--- src/rtl/sfp_seq_pkg.sv ---
// Shared state encodings and sizing helpers for the SFP link sequencer.
package sfp_seq_pkg;

    typedef enum logic [1:0] {
        G_IDLE,
        G_QPLL_RST,
        G_WAIT_LOCK,
        G_READY
    } g_state_t;

    typedef enum logic [2:0] {
        P_RESET,
        P_GT_RST,
        P_WAIT_DONE,
        P_WAIT_LOCK,
        P_MAC_RST,
        P_UP
    } p_state_t;

    localparam logic [7:0] CNT_SAT = 8'hFF;

    function automatic int unsigned max2(input int unsigned a, input int unsigned b);
        return (a > b) ? a : b;
    endfunction

    // Bits needed for a down-counter that must be able to hold max_val.
    function automatic int cnt_width(input int unsigned max_val);
        return $clog2(max_val + 1);
    endfunction

endpackage

--- src/rtl/sfp_port_seq.sv ---
// Per-port GT/PCS/MAC bring-up FSM with block-lock debounce and link-drop counter.
module sfp_port_seq
    import sfp_seq_pkg::*;
#(
    parameter int GT_RST_CYCLES  = 64,
    parameter int MAC_RST_CYCLES = 16,
    parameter int LOCK_TIMEOUT   = 100000,
    parameter int DEBOUNCE       = 1024
) (
    input  logic       sys_clk,
    input  logic       sys_rstn,
    input  logic       qpll_ready,
    input  logic       gt_reset_done_s,
    input  logic       block_lock_s,
    output logic       gt_tx_reset,
    output logic       gt_rx_reset,
    output logic       mac_rstn,
    output logic       link_up,
    output logic [7:0] link_drop_cnt
);

    localparam int P_TW = cnt_width(max2(max2(GT_RST_CYCLES, MAC_RST_CYCLES), LOCK_TIMEOUT));
    localparam int D_W  = cnt_width(DEBOUNCE);
    localparam logic [D_W-1:0] DEB_LAST = D_W'(DEBOUNCE - 1);

    p_state_t        p_state;
    p_state_t        p_next;
    logic [P_TW-1:0] p_timer;
    logic [D_W-1:0]  deb_cnt;
    logic            drop_evt;

    function automatic logic [P_TW-1:0] p_reload(input p_state_t s);
        case (s)
            P_GT_RST:    return P_TW'(GT_RST_CYCLES - 1);
            P_WAIT_DONE: return P_TW'(LOCK_TIMEOUT - 1);
            P_WAIT_LOCK: return P_TW'(LOCK_TIMEOUT - 1);
            P_MAC_RST:   return P_TW'(MAC_RST_CYCLES - 1);
            default:     return '0;
        endcase
    endfunction

    // Lock conditions are tested ahead of the timer so a late lock still wins.
    always_comb begin
        p_next   = p_state;
        drop_evt = 1'b0;
        if (!qpll_ready) begin
            p_next = P_RESET;
        end else begin
            case (p_state)
                P_RESET:     p_next = P_GT_RST;
                P_GT_RST:    if (p_timer == '0) p_next = P_WAIT_DONE;
                P_WAIT_DONE: begin
                    if (gt_reset_done_s)     p_next = P_WAIT_LOCK;
                    else if (p_timer == '0)  p_next = P_GT_RST;
                end
                P_WAIT_LOCK: begin
                    if (block_lock_s)        p_next = P_MAC_RST;
                    else if (p_timer == '0)  p_next = P_GT_RST;
                end
                P_MAC_RST: begin
                    if (!block_lock_s)       p_next = P_WAIT_LOCK;
                    else if (p_timer == '0)  p_next = P_UP;
                end
                P_UP: begin
                    if (!block_lock_s && deb_cnt == DEB_LAST) begin
                        p_next   = P_WAIT_LOCK;
                        drop_evt = 1'b1;
                    end
                end
                default:     p_next = P_RESET;
            endcase
        end
    end

    // Outputs are decoded from the next state so they change on the same edge as the state.
    always_ff @(posedge sys_clk or negedge sys_rstn) begin
        if (!sys_rstn) begin
            p_state       <= P_RESET;
            p_timer       <= '0;
            deb_cnt       <= '0;
            gt_tx_reset   <= 1'b1;
            gt_rx_reset   <= 1'b1;
            mac_rstn      <= 1'b0;
            link_up       <= 1'b0;
            link_drop_cnt <= '0;
        end else begin
            p_state <= p_next;
            if (p_next != p_state) begin
                p_timer <= p_reload(p_next);
            end else if (p_timer != '0) begin
                p_timer <= p_timer - P_TW'(1);
            end
            if (p_state == P_UP && p_next == P_UP && !block_lock_s) begin
                deb_cnt <= deb_cnt + D_W'(1);
            end else begin
                deb_cnt <= '0;
            end
            gt_tx_reset <= (p_next == P_RESET) || (p_next == P_GT_RST);
            gt_rx_reset <= (p_next == P_RESET) || (p_next == P_GT_RST);
            mac_rstn    <= (p_next == P_UP);
            link_up     <= (p_next == P_UP);
            if (drop_evt && link_drop_cnt != CNT_SAT) begin
                link_drop_cnt <= link_drop_cnt + 8'd1;
            end
        end
    end

endmodule

--- src/rtl/sfp_link_sequencer.sv ---
// 10G SFP subsystem bring-up: input synchronizers, shared QPLL sequencing and per-port sequencers.
module sfp_link_sequencer
    import sfp_seq_pkg::*;
#(
    parameter int NUM_PORTS       = 2,
    parameter int QPLL_RST_CYCLES = 128,
    parameter int GT_RST_CYCLES   = 64,
    parameter int MAC_RST_CYCLES  = 16,
    parameter int LOCK_TIMEOUT    = 100000,
    parameter int DEBOUNCE        = 1024
) (
    input  logic                   sys_clk,
    input  logic                   sys_rstn,
    input  logic                   enable,
    input  logic                   qpll_lock,
    output logic                   qpll_reset,
    output logic                   qpll_ready,
    input  logic [NUM_PORTS-1:0]   gt_reset_done,
    input  logic [NUM_PORTS-1:0]   block_lock,
    output logic [NUM_PORTS-1:0]   gt_tx_reset,
    output logic [NUM_PORTS-1:0]   gt_rx_reset,
    output logic [NUM_PORTS-1:0]   mac_rstn,
    output logic [NUM_PORTS-1:0]   link_up,
    output logic [7:0]             qpll_fail_cnt,
    output logic [8*NUM_PORTS-1:0] link_drop_cnt
);

    localparam int G_TW = cnt_width(max2(QPLL_RST_CYCLES, LOCK_TIMEOUT));

    logic [1:0]           qpll_lock_sync;
    logic                 qpll_lock_s;
    logic [NUM_PORTS-1:0] done_meta;
    logic [NUM_PORTS-1:0] done_s;
    logic [NUM_PORTS-1:0] lock_meta;
    logic [NUM_PORTS-1:0] lock_s;

    g_state_t        g_state;
    g_state_t        g_next;
    logic [G_TW-1:0] g_timer;
    logic            g_timeout_evt;

    // All GT status lines are asynchronous to sys_clk.
    always_ff @(posedge sys_clk or negedge sys_rstn) begin
        if (!sys_rstn) begin
            qpll_lock_sync <= '0;
            done_meta      <= '0;
            done_s         <= '0;
            lock_meta      <= '0;
            lock_s         <= '0;
        end else begin
            qpll_lock_sync <= {qpll_lock_sync[0], qpll_lock};
            done_meta      <= gt_reset_done;
            done_s         <= done_meta;
            lock_meta      <= block_lock;
            lock_s         <= lock_meta;
        end
    end

    assign qpll_lock_s = qpll_lock_sync[1];

    function automatic logic [G_TW-1:0] g_reload(input g_state_t s);
        case (s)
            G_QPLL_RST:  return G_TW'(QPLL_RST_CYCLES - 1);
            G_WAIT_LOCK: return G_TW'(LOCK_TIMEOUT - 1);
            default:     return '0;
        endcase
    endfunction

    always_comb begin
        g_next        = g_state;
        g_timeout_evt = 1'b0;
        if (!enable) begin
            g_next = G_IDLE;
        end else begin
            case (g_state)
                G_IDLE:      g_next = G_QPLL_RST;
                G_QPLL_RST:  if (g_timer == '0) g_next = G_WAIT_LOCK;
                G_WAIT_LOCK: begin
                    if (qpll_lock_s) begin
                        g_next = G_READY;
                    end else if (g_timer == '0) begin
                        g_next        = G_QPLL_RST;
                        g_timeout_evt = 1'b1;
                    end
                end
                G_READY:     if (!qpll_lock_s) g_next = G_QPLL_RST;
                default:     g_next = G_IDLE;
            endcase
        end
    end

    always_ff @(posedge sys_clk or negedge sys_rstn) begin
        if (!sys_rstn) begin
            g_state       <= G_IDLE;
            g_timer       <= '0;
            qpll_reset    <= 1'b1;
            qpll_ready    <= 1'b0;
            qpll_fail_cnt <= '0;
        end else begin
            g_state <= g_next;
            if (g_next != g_state) begin
                g_timer <= g_reload(g_next);
            end else if (g_timer != '0) begin
                g_timer <= g_timer - G_TW'(1);
            end
            qpll_reset <= (g_next == G_IDLE) || (g_next == G_QPLL_RST);
            qpll_ready <= (g_next == G_READY);
            if (g_timeout_evt && qpll_fail_cnt != CNT_SAT) begin
                qpll_fail_cnt <= qpll_fail_cnt + 8'd1;
            end
        end
    end

    for (genvar i = 0; i < NUM_PORTS; i++) begin : g_port
        sfp_port_seq #(
            .GT_RST_CYCLES  (GT_RST_CYCLES),
            .MAC_RST_CYCLES (MAC_RST_CYCLES),
            .LOCK_TIMEOUT   (LOCK_TIMEOUT),
            .DEBOUNCE       (DEBOUNCE)
        ) u_port (
            .sys_clk         (sys_clk),
            .sys_rstn        (sys_rstn),
            .qpll_ready      (qpll_ready),
            .gt_reset_done_s (done_s[i]),
            .block_lock_s    (lock_s[i]),
            .gt_tx_reset     (gt_tx_reset[i]),
            .gt_rx_reset     (gt_rx_reset[i]),
            .mac_rstn        (mac_rstn[i]),
            .link_up         (link_up[i]),
            .link_drop_cnt   (link_drop_cnt[8*i +: 8])
        );
    end

endmodule

--- config.mk ---
export PLATFORM = sky130hd
export DESIGN_NAME = sfp_link_sequencer
export DESIGN_NICKNAME = d
export VERILOG_FILES = /design/src/rtl/sfp_seq_pkg.sv /design/src/rtl/sfp_port_seq.sv /design/src/rtl/sfp_link_sequencer.sv
export SDC_FILE = /design/constraint.sdc
export NUM_CORES = 1
export LEC_CHECK = 0
export CAP_MARGIN = 10
export CORE_UTILIZATION = 58
export CTS_CLUSTER_DIAMETER = 200
export DETAILED_ROUTE_END_ITERATION = 12
export PLACE_DENSITY = 0.76
export SYNTH_ARGS = -nofsm -noshare
export SYNTH_HDL_FRONTEND = slang
export SYNTH_SLANG_ARGS = --single-unit
--- constraint.sdc ---
create_clock -name sys_clk -period 8 [get_ports sys_clk]
set_clock_uncertainty 0.15 [all_clocks]
set_input_delay 1.6 -clock sys_clk [delete_from_list [all_inputs] [get_ports sys_clk]]
set_output_delay 1.6 -clock sys_clk [all_outputs]
set_load 0.01 [all_outputs]
**Word-level counts from Yosys, hierarchy flattened**

Cells that the tools add are included.

- Flip-flop bits (word level): 121
- Latch bits: 0
- Memory bits (writable): 0
- Memory bits (read-only): 0
- Input bits: 8
- Output and inout port bits: 34
- Word-level logic and storage cells: 140
- Memories: 0

- $add $sub $neg: 8
- $mul: 0
- Div/mod/pow operators: 0
- $lt $le $gt $ge: 0
- Equality and inequality tests: 34
- Shift operators: 0
- Multiplexer cells: 45
- Bitwise gates (word level): 0
- Reductions and logical operators: 31

Operators by type and width:

| kind | count |
|---|---|
| $mux 17 | 6 |
| $pmux 17 s3 | 2 |
| $logic_not 17->1 | 3 |
| $reduce_bool 17->1 | 3 |
| $sub 17x1->17 const B | 3 |
| $mux 3 | 16 |
| $pmux 3 s6 | 2 |
| $pmux 17 s2 | 1 |
| $add 8x1->8 const B | 3 |
| $eq 3x2->1 const B | 8 |
| $eq 3x3->1 const B | 8 |
| $ne 8x8->1 const B | 3 |
| $add 11x1->11 const B | 2 |
| $eq 11x10->1 const B | 2 |
| $mux 11 | 2 |
| $eq 3x1->1 const B | 4 |
| $logic_not 3->1 | 4 |
| $mux 1 | 10 |
| $mux 2 | 5 |
| $logic_and 1x1->1 | 9 |
| $eq 2x2->1 const B | 4 |
| $pmux 2 s4 | 1 |
| $ne 3x3->1 | 2 |
| $reduce_bool 2->1 | 3 |
| other kinds (6) | 12 |

**Logic depth before layout (Yosys ltp)**

Gate-level depths: netlist of the first run.

- Depth after elaboration: 9
- Gate-level depth with buffers: 13
- Gate-level depth less buffers: 12

**By module**

A second synthesis of the first run with hierarchy kept.

- Cell total of the unflattened synthesis: 638
- Area, all modules: 6,461.2 µm²

Modules (own cells, without submodules):

| module | instances | cells each | area each (µm²) | sequential area each (µm²) |
|---|---|---|---|---|
| sfp_port_seq | 2 | 239 | 2,306.0 | 1,027.2 |
| sfp_link_sequencer | 1 | 160 | 1,849.3 | 977.2 |

**Worst setup path after synthesis of the first run**

Ideal clock, no wire load.

- Path type: flip-flop to flip-flop
- Start point: register g_timer[0]
- End point: register g_timer[1]
- Library setup time: 0.125 ns
- Arrival time: 2.992 ns
- Required time: 7.725 ns
- Slack: 4.733 ns
- Stages on the path, launching flop included: 13
- Buffers on the path: 1
- Clock period less this slack: 3.267 ns
- Path through: dfrtp_1 > inv_1 > ha_1 > or3b_2 > nand4bb_1 > nor4_2 > clkbuf_1 > nor2_1 > o21ai_0 > nand2_1 > nand2_1 > ha_1 > mux2_2

- Word-level cells in the longest chain between the ends: 8
- Elaborated cells between the ends (all ways): 15
- Classes of those cells: add/sub: 1; eq/ne: 3; mux: 8; reduce/logical: 3

Ends and longest elaborated chain:

| what | line | RTL |
|---|---|---|
| from (decl) | sfp_link_sequencer.sv:39 | `logic [G_TW-1:0] g_timer;` |
| from (signal assigned) | sfp_link_sequencer.sv:102 | `g_timer <= g_reload(g_next);` |
| from (signal assigned) | sfp_link_sequencer.sv:104 | `g_timer <= g_timer - G_TW'(1);` |
| $logic_not 17->1 | sfp_link_sequencer.sv:77, sfp_link_sequencer.sv:81 |  |
| $mux 2 | sfp_link_sequencer.sv:81 | `end else if (g_timer == '0) begin` |
| $mux 2 | sfp_link_sequencer.sv:79 | `if (qpll_lock_s) begin` |
| $pmux 2 s4 | sfp_link_sequencer.sv:75 | `case (g_state)` |
| $mux 2 | sfp_link_sequencer.sv:72 | `if (!enable) begin` |
| $eq 2x2->1 / $eq 2x1->1 (equally long branches) | sfp_link_sequencer.sv:62 | `case (s)` |
| $pmux 17 s2 | sfp_link_sequencer.sv:62 |  |
| $mux 17 | sfp_link_sequencer.sv:101 | `if (g_next != g_state) begin` |

Several ways; a longest one is shown, not always the timed one. The select of a mux whose other input is x is not followed.
A chain may end at the register's enable or synchronous reset.

**Final worst setup path of the first run**

- Start point: register g_timer[0]
- End point: register g_timer[10]

Same word-level chain as after synthesis.

==> impl_metrics.tcl, run 1 <==
set metrics [dict create \
    status "completed" \
    area_delta_synth_final_pct 17.1 \
    path_cells "inv_1 -> ha_1 -> or3b_2 -> nand4bb_1 -> nor4_2 -> buf_4 -> o21ai_0 -> nor2_1 -> or2_2 -> o21ai_0" \
    tns_ns 0 \
    criticalPathCategory "register to register" \
    finish.instance_area_um2 7190 \
    layout_common_cells "118 x dfrtp_1, 78 x nor2_1, 55 x nand2_1" \
    powerDensity_nw_per_um2 268 \
    swShare_pct 29.7 \
    nets 666 \
    place_area_um2 6580 \
    drive_gt1_share_pct 9.44 \
    postCtsSetupBuffers 0 \
    max_freq_mhz 275 \
    setup_violations 0 \
    timing.rr.start "g_timer[0]" \
    grt_setup_unrepaired "no" \
    via_count 4499 \
    path_common_cell "o21ai_0" \
    dpl.hpwl_mm 8.10 \
    ys_seq_area_share_pct 49.4 \
    cts_tree "done" \
    grt_max_degree 73 \
    cts_buffer_depth 2 \
    path_clk_slew_ns 0.06 \
    worst_path_max_delay_cell "nor2_1" \
    fp-row-count 37 \
    drc_errors 0 \
    die_area_um2 11000 \
    final_common_cell "dfrtp_1" \
    clk_latency_ns 0.53 \
    slew_violations 0 \
    fin_util_pct 70.0 \
    top_layer_used "met4" \
    tightestPinTransition_ns 0.913 \
    p_sw_mw 0.573 \
    synthDistinctLibCells 66 \
    gr-usage-all-layers_pct 25.1 \
    grt_pass1_wl_mm 21.7 \
    grt_pass1_vias 4552 \
    synthFlopType "dfrtp_1" \
    slowest_delay_ns 0.70 \
    die_w_um 105 \
    routed_wl_mm 12.6 \
    pwr-share-comb_pct 16.2 \
    synth_fp_nets 633 \
    io_pins 42 \
    async_flop_share_pct 100 \
    critical_path.max_fanout 17 \
    maxCapViolCount 0 \
    syn_avg_cell_area_um2 10.0 \
    antenna_left 0 \
    period_share_pct 45.5 \
    worstPathRequired_ns 8.24 \
    antenna_found_initial 0 \
    synth_warnings 0 \
    crit_arrival_ns 3.88 \
    worstSetupStartpointType "register" \
    endpoint_kind "register" \
    slew_headroom_pct 38.9 \
    startpoint "g_timer[0]" \
    timing_hold_violations_final 0 \
    vias_per_cell 5.67 \
    holdWs_ns 0.199 \
    hold_path_startpoint "lock_meta[1]" \
    die_h_um 105 \
    cts.htree.levels 4 \
    synth_edf_count 0 \
    seqPwrFrac_pct 42.7 \
    dr.first_iter.drc_count 256 \
    met2_length_mm 6.16 \
    static-leakage-power_nw 3.08 \
    start_util_pct 59.7 \
    n_antenna_cell 0 \
    dr_wl_met3_um 416 \
    syn-cell-area_um2 6140 \
    root_buffer "clkbuf_8" \
    coreArea_um2 10300 \
    dr.pass1.iters 4 \
    drt-wirelength-per-cell_um 15.8 \
    gp_routability_congestion 0.802 \
    min_period_ns 3.64 \
    p_int_mw 1.36 \
    vdd_drop_max_mv 0.171 \
    cts_sinks 121 \
    synth-seq-cells 121 \
    drt-met1-wl_mm 5.80 \
    clkPwrFrac_pct 41.1 \
    cts_made_buffers 17 \
    cts_resized 0 \
    hold_class "register to register" \
    io_buffers 41 \
    postCtsHoldBufs 0 \
    grt-ovfl-total 0 \
    synthCells 611 \
]
==> final timing paths <==
path / end / slack (ns) / cells past startpoint
setup / recovery: g_timer[10] / 4.36 / 10
hold / removal: lock_s[1] / 0.20 / 0
setup reg to reg: g_timer[10] / 4.36 / 10
hold reg to reg: lock_s[1] / 0.20 / 0
max in group asynchronous: g_port[0].u_port.deb_cnt[0] / 5.43 / 2
min in group asynchronous: g_port[1].u_port.p_timer[13] / 0.93 / 1
==> kinds of logic after synthesis <==
group / share of synthesized area, %
mux: 3.10
flops: 49.4
xor+xnor: 11.7
compound gates: 7.01
buf+inv: 3.77
fa+ha+maj: 2.85
simple gates: 22.2
==> worst max-delay path: cells and delay by family (launching register included) <==
family | cells | cell delay [ns]
AO/OA/AOI/OAI | 2 | 0.22
adder cells (fa/ha/maj) | 1 | 0.18
buffers and inverters | 2 | 0.37
flip-flops | 1 | 0.40
AND/OR/NAND/NOR | 5 | 2.18
==> state kept, by name, indices dropped and copies added (netlist names), 6 cells and up <==
| register | count |
|---|---|
| g_port.u_port.p_state | 6 |
| g_port.u_port.link_drop_cnt | 16 |
| g_timer | 17 |
| g_port.u_port.p_timer | 34 |
| g_port.u_port.deb_cnt | 22 |
| qpll_fail_cnt | 8 |
==> cell usage after synthesis, drive strengths merged (4+ instances only) <==
| cell | instances | area, µm² |
|---|---|---|
| mux2i | 10 | 100 |
| or2 | 5 | 31.3 |
| and3 | 9 | 56.3 |
| xnor2 | 51 | 447 |
| o31ai | 10 | 75.1 |
| nand4 | 11 | 68.8 |
| nor4 | 18 | 125 |
| inv | 20 | 75.1 |
| ha | 14 | 175 |
| clkbuf | 17 | 63.8 |
| or3 | 8 | 50.1 |
| nand2 | 56 | 218 |
| nor3 | 16 | 85.1 |
| nor2b | 6 | 37.5 |
| o21ai | 21 | 105 |
| mux2 | 8 | 90.1 |
| a21oi | 12 | 60.1 |
| nor4b | 4 | 50.1 |
| nor2 | 78 | 293 |
| or3b | 4 | 35.0 |
| buf | 12 | 92.6 |
| dfrtp | 118 | 2950 |
| xor2 | 31 | 272 |
| nand3 | 28 | 140 |
| or4 | 4 | 33.8 |
==> power by group through the flow <==
| stage | registers (mW) | logic, mW | clock network [mW] |
|---|---|---|---|
| after floorplan | 0.803 | 0.249 | 0 |
| after global placement | 0.821 | 0.291 | 0 |
| after detailed placement | 0.825 | 0.308 | 0 |
| after CTS | 0.821 | 0.315 | 0.807 |
| after global routing | 0.838 | 0.358 | 0.831 |
| final | 0.823 | 0.313 | 0.792 |
==> metrics by stage <==
stage | setup slack (ns) | cells | total power [mW]
5_1_grt | 4.09 | 793 | 2.03
2_1_floorplan | 4.73 | 611 | 1.05
3_5_place_dp | 4.08 | 761 | 1.13
6_report | 4.36 | 793 | 1.93
4_1_cts | 4.36 | 793 | 1.94
3_3_place_gp | 4.14 | 761 | 1.11
==> layout make-up <==
type	count	area [µm²]
fill	799	3090
sequential	121	3030
multi-input combinational	441	2880
clock buffer	18	428
timing repair buffer	43	423
clock inverter	14	186
tap	136	170
inverter	20	75.1
==> per-layer routing <==
metal  track usage, %  vias up
met1             33.1     2223
met4             10.2        0
li1                 -     2178
met5                0        -
met2             40.4       80
met3             5.49       18
No activity file was read; power rests on OpenSTA's default activity.
==> run 2: changes to the inputs <==
==> constraint.sdc (replaced) <==
create_clock -name sys_clk -period 3.6 [get_ports sys_clk]
set_clock_uncertainty 0.15 [all_clocks]
set_input_delay 0.72 -clock sys_clk [delete_from_list [all_inputs] [get_ports sys_clk]]
set_output_delay 0.72 -clock sys_clk [all_outputs]
set_load 0.01 [all_outputs]
==> impl_metrics.tcl, run 2 (synthesized netlist as in run 1, its figures left out) <==
set metrics [dict create \
    grt_pass1_vias 4707 \
    vias_per_cell 5.69 \
    routed_wl_mm 12.7 \
    gp_routability_congestion 0.827 \
    pwr-share-comb_pct 17.0 \
    tightestPinTransition_ns 0.739 \
    cts_buffer_depth 2 \
    top_register "g_port.u_port.p_timer" \
    maxCapViolCount 0 \
    gr-usage-all-layers_pct 25.3 \
    largestRegisters "g_port.u_port.p_timer x34, g_port.u_port.deb_cnt x22, g_timer x17" \
    cts_sinks 121 \
    setup_violations 0 \
    grt_pass1_wl_mm 22.0 \
    grt-ovfl-total 0 \
    cts_tree "done" \
    p_sw_mw 1.26 \
    drive_gt1_share_pct 11.1 \
    final_common_cell "dfrtp_1" \
    p_int_mw 2.93 \
    min_period_ns 3.27 \
    finish.instance_area_um2 7260 \
    tns_ns 0 \
    drc_errors 0 \
    slowest_delay_ns 0.45 \
    dr.first_iter.drc_count 279 \
    fin_ws_ns 0.326 \
    worstPathRequired_ns 3.87 \
    hold_class "register to register" \
    dr.pass1.iters 5 \
    via_count 4584 \
    antenna_found_initial 0 \
    endpoint_kind "register" \
    clk_latency_ns 0.53 \
    vdd_drop_max_mv 0.348 \
    io_pins 42 \
    slew_violations 0 \
    cts_made_buffers 17 \
    swShare_pct 30.2 \
    coreArea_um2 10300 \
    critical_path.max_fanout 17 \
    fp-row-count 37 \
    place_area_um2 6670 \
    worst_path_max_delay_cell "or2_2" \
    area_delta_synth_final_pct 18.3 \
    io_buffers 41 \
    grt_setup_unrepaired "no" \
    die_area_um2 11000 \
    status "completed" \
    die_h_um 105 \
    largest_reg_flops 34 \
    criticalPathCategory "register to register" \
    clkPwrFrac_pct 39.6 \
    max_freq_mhz 305 \
    worstSetupStartpointType "register" \
    timing_hold_violations_final 0 \
    die_w_um 105 \
    cts.htree.levels 4 \
    period_share_pct 90.9 \
    drt-wirelength-per-cell_um 15.7 \
    n_antenna_cell 0 \
    seqPwrFrac_pct 43.4 \
    root_buffer "clkbuf_8" \
    dpl.hpwl_mm 8.50 \
    path_cells "inv_1 -> ha_1 -> nor4b_1 -> nand4_1 -> o41ai_1 -> a21oi_1 -> a221o_1 -> or2_2 -> o31ai_1" \
    layout_common_cells "118 x dfrtp_1, 78 x nor2_1, 55 x nand2_1" \
    slew_headroom_pct 50.3 \
    start_util_pct 59.7 \
    antenna_left 0 \
    static-leakage-power_nw 3.11 \
    dp_slack_ns 0.358 \
    holdWs_ns 0.200 \
    grt_max_degree 61 \
    nets 678 \
    crit_arrival_ns 3.54 \
    r2r_slack_ns 0.33 \
    path_clk_slew_ns 0.06 \
    powerDensity_nw_per_um2 577 \
    fillers 770 \
]
## run 2: cell types whose count changed in the layout (fill, tap and decap cells not counted)
cell	previous run	this run
buf_12	0	1
buf_4	3	13
bufinv_16	3	2
clkbuf_8	2	1
clkinv_2	1	0
clkinv_4	4	5
clkinvlp_4	1	4
dlygate4sd3_1	0	1
inv_6	3	4
inv_8	2	0
or2_1	2	1
or2_2	3	4
## run 2: repair_timing
action / 4_1_cts / 5_1_grt
setup endpoints to repair: 0 / 1
setup buffers: 0 / 0
endpoints found under the hold margin: 23 / 0
hold buffers: 1 / 0
resized for setup: 0 / 1
## run 2: through the flow
stage          total power [mW]  util [%]  std cells
2_1_floorplan              2.34         -        611
3_3_place_gp               2.49      64.9        772
3_5_place_dp               2.55      64.9        772
4_1_cts                    4.23      70.7        805
5_1_grt                    4.41      70.7        805
6_report                   4.19      70.7        805
## run 2: critical path, delay by kind of cell, from the launching register on
family	cells	cell delay (ns)
AO/OA/AOI/OAI	4	1.27
AND/OR/NAND/NOR	3	1.09
flip-flops	1	0.39
adder cells (fa/ha/maj)	1	0.15
buffers and inverters	1	0.12
## run 2: final timing paths
kind	startpoint	end	cells past startpoint
min in group asynchronous	sys_rstn	g_port[0].u_port.p_timer[0]	2
worst max-delay path	g_port[1].u_port.p_timer[0]	g_port[1].u_port.p_timer[7]	9
worst min-delay path	lock_meta[0]	lock_s[0]	0
worst min register to register	lock_meta[0]	lock_s[0]	0
max in group asynchronous	sys_rstn	g_port[1].u_port.gt_tx_reset	3
worst max register to register	g_port[1].u_port.p_timer[0]	g_port[1].u_port.p_timer[7]	9
## run 2: area by class of cell
type                    count  area [µm²]  area share (%)
multi-input cells         441        2880            39.6
clock buffers              17         414            5.70
well taps                 136         170            2.34
clock inverters            15         169            2.33
inverters                  20        75.1            1.03
repair buffers             55         528            7.27
flip-flops and latches    121        3030            41.7
## run 2: per-layer routing
layer	wire length (µm)	track usage, %	share of wire, %
met5	0	0	0
met4	218	10.4	1.7
met3	562	6.43	4.4
met2	6360	41.4	50
met1	5520	32.1	44
## run 2: power by group through the flow
stage	logic (mW)	registers, mW	clock network, mW
after floorplan	0.554	1.78	0
after global placement	0.672	1.82	0
after detailed placement	0.713	1.83	0
after CTS	0.724	1.82	1.68
after global routing	0.812	1.85	1.75
final	0.713	1.82	1.66
==> run 3: changes to the inputs <==
--- a/config.mk
+++ b/config.mk
@@ -5,10 +5,12 @@
 export SDC_FILE = /design/constraint.sdc
 export NUM_CORES = 1
 export LEC_CHECK = 0
+export ABC_CLOCK_PERIOD_IN_PS = 3600
 export CAP_MARGIN = 10
 export CORE_UTILIZATION = 58
 export CTS_CLUSTER_DIAMETER = 200
 export DETAILED_ROUTE_END_ITERATION = 12
+export GPL_TIMING_DRIVEN = 0
 export PLACE_DENSITY = 0.76
 export SYNTH_ARGS = -nofsm -noshare
 export SYNTH_HDL_FRONTEND = slang
==> impl_metrics.tcl, run 3 (synthesized netlist as in run 1, its figures left out) <==
set metrics [dict create \
    p_int_mw 2.96 \
    timing_hold_violations_final 0 \
    nets 702 \
    coreArea_um2 10300 \
    swShare_pct 29.1 \
    area_delta_synth_final_pct 21.0 \
    powerDensity_nw_per_um2 561 \
    holdWs_ns 0.205 \
    fillers 762 \
    grt-ovfl-total 0 \
    maxCapViolCount 0 \
    die_h_um 105 \
    path_clk_slew_ns 0.06 \
    top_register "g_port.u_port.p_timer" \
    dpl.hpwl_mm 8.33 \
    hold_end "qpll_lock_sync[1]" \
    antenna_left 0 \
    start_util_pct 59.7 \
    fp-row-count 37 \
    grt-busiest-layer "met2" \
    seqPwrFrac_pct 43.8 \
    met1_usage_pct 30.5 \
    pwr-share-comb_pct 17.0 \
    via_count 4619 \
    cts.htree.levels 4 \
    io_pins 42 \
    worstSetupStartpointType "register" \
    grt_pass1_wl_mm 21.3 \
    final_common_cell "dfrtp_1" \
    critical_path.max_fanout 10 \
    drc_errors 0 \
    met3_usage_pct 6.30 \
    cts_sinks 121 \
    gr-usage-all-layers_pct 24.8 \
    antenna_found_initial 0 \
    r2r_slack_ns 0.25 \
    layout_common_cells "118 x dfrtp_1, 78 x nor2_1, 55 x nand2_1" \
    gp_routability_congestion 0.786 \
    static-leakage-power_nw 3.19 \
    criticalPathCategory "register to register" \
    endpoint_kind "register" \
    slew_headroom_pct 55.5 \
    drt-wirelength-per-cell_um 15.0 \
    largestRegisters "g_port.u_port.p_timer x34, g_port.u_port.deb_cnt x22, g_timer x17" \
    p_sw_mw 1.21 \
    io_buffers 41 \
    slew_violations 0 \
    reg2regPathDepth 12 \
    dp_slack_ns -0.276 \
    worstPathRequired_ns 3.86 \
    crit_arrival_ns 3.62 \
    status "completed" \
    hold_depth 0 \
    drive_gt1_share_pct 11.8 \
    n_antenna_cell 0 \
    cts_tree "done" \
    grt_setup_unrepaired "no" \
    routed_wl_mm 12.5 \
    dr.pass1.iters 4 \
    hold_path_startpoint "qpll_lock_sync[0]" \
    fin_ws_ns 0.248 \
    vias_per_cell 5.57 \
    clkPwrFrac_pct 39.3 \
    die_w_um 105 \
    grt_pass1_vias 4645 \
    setup_violations 0 \
    cts_buffer_depth 2 \
    r2r-end "g_timer[1]" \
    met2_usage_pct 41.0 \
    timing.rr.start "g_timer[0]" \
    die_area_um2 11000 \
    max_freq_mhz 298 \
    dr.first_iter.drc_count 199 \
    vdd_drop_max_mv 0.368 \
    cts_made_buffers 17 \
    root_buffer "clkbuf_8" \
    clk_latency_ns 0.53 \
    hold_class "register to register" \
    largest_reg_flops 34 \
    tightestPinTransition_ns 0.661 \
    fin_util_pct 72.3 \
    min_period_ns 3.35 \
    period_share_pct 93.1 \
    grt_max_degree 105 \
]
## run 3: cell count changes in the layout (fill, tap and decap cells not counted), moves of 2 or more
cell,before,now
clkbuf_8,1,3
buf_4,13,16
buf_2,0,2
inv_6,4,1
clkbuf_1,0,16
clkinv_2,0,2
clkinvlp_4,4,2
## run 3: metal layers
metal / vias up / part of all wire, % / routed length (µm)
li1: 2251 / - / -
met5: - / 0 / 0
met2: 84 / 50 / 6290
met4: 0 / 2.0 / 244
met3: 21 / 3.9 / 489
met1: 2263 / 44 / 5450
## run 3: final cells by class
| cell class | instances | area, µm² | share of cell area, % |
|---|---|---|---|
| multi-input cells | 441 | 2900 | 39.0 |
| inverters | 20 | 75.1 | 1.01 |
| clock buffers | 19 | 442 | 5.95 |
| flip-flops and latches | 121 | 3030 | 40.8 |
| plain buffers | 29 | 160 | 2.16 |
| clock inverters | 13 | 146 | 1.97 |
| well taps | 136 | 170 | 2.29 |
| repair buffers | 50 | 502 | 6.76 |
## run 3: worst max-delay path, cell delays in order, from the launching register on
cell and delay (ns):
dfrtp_1 0.37, inv_1 0.08, ha_1 0.18, or3b_2 0.49, nand4bb_4 0.31, nor4_4 0.41, clkbuf_4 0.30, nor2_1 0.05
o21ai_0 0.16, nand2_1 0.09, nand2_1 0.10, ha_1 0.27, mux2_2 0.28
## run 3: through the flow
| step | setup TNS [ns] | power (mW) | instance area (µm²) | std cells |
|---|---|---|---|---|
| finish | 0 | 4.17 | 7430 | 829 |
| global placement | -345.19 | 2.48 | 6720 | 788 |
| CTS | 0 | 4.19 | 7360 | 822 |
| floorplan | 0 | 2.34 | 6140 | 611 |
| global route | 0 | 4.40 | 7430 | 829 |
| detailed placement | -2.90 | 2.52 | 6750 | 789 |
## run 3: worst max path at each step
stage,startpoint,slack (ns),end,depth (start not counted)
global route,g_port[0].u_port.p_timer[4],0.05,g_port[0].u_port.p_timer[16],10
finish,g_timer[0],0.25,g_timer[1],12
CTS,g_timer[0],0.02,g_timer[1],12
global placement,sys_rstn,-2.88,g_port[1].u_port.link_drop_cnt[4],1
detailed placement,g_timer[0],-0.28,g_timer[1],12
floorplan,g_timer[0],0.33,g_timer[1],12
## run 3: power groups by stage
stage          sequential [mW]  combinational [mW]  clock (mW)
4_1_cts                   1.82               0.704        1.67
2_1_floorplan             1.78               0.554           0
5_1_grt                   1.85               0.812        1.73
6_report                  1.82               0.707        1.64
3_5_place_dp              1.83               0.690           0
3_3_place_gp              1.82               0.657           0
## run 3: repair_timing
item | CTS | global route
endpoints found under the setup margin | 14 | 19
hold buffers | 1 | 0
resized for setup | 2 | 5
setup buffers | 0 | 7
pin swaps | 1 | 1
hold endpoints to repair | 16 | 0
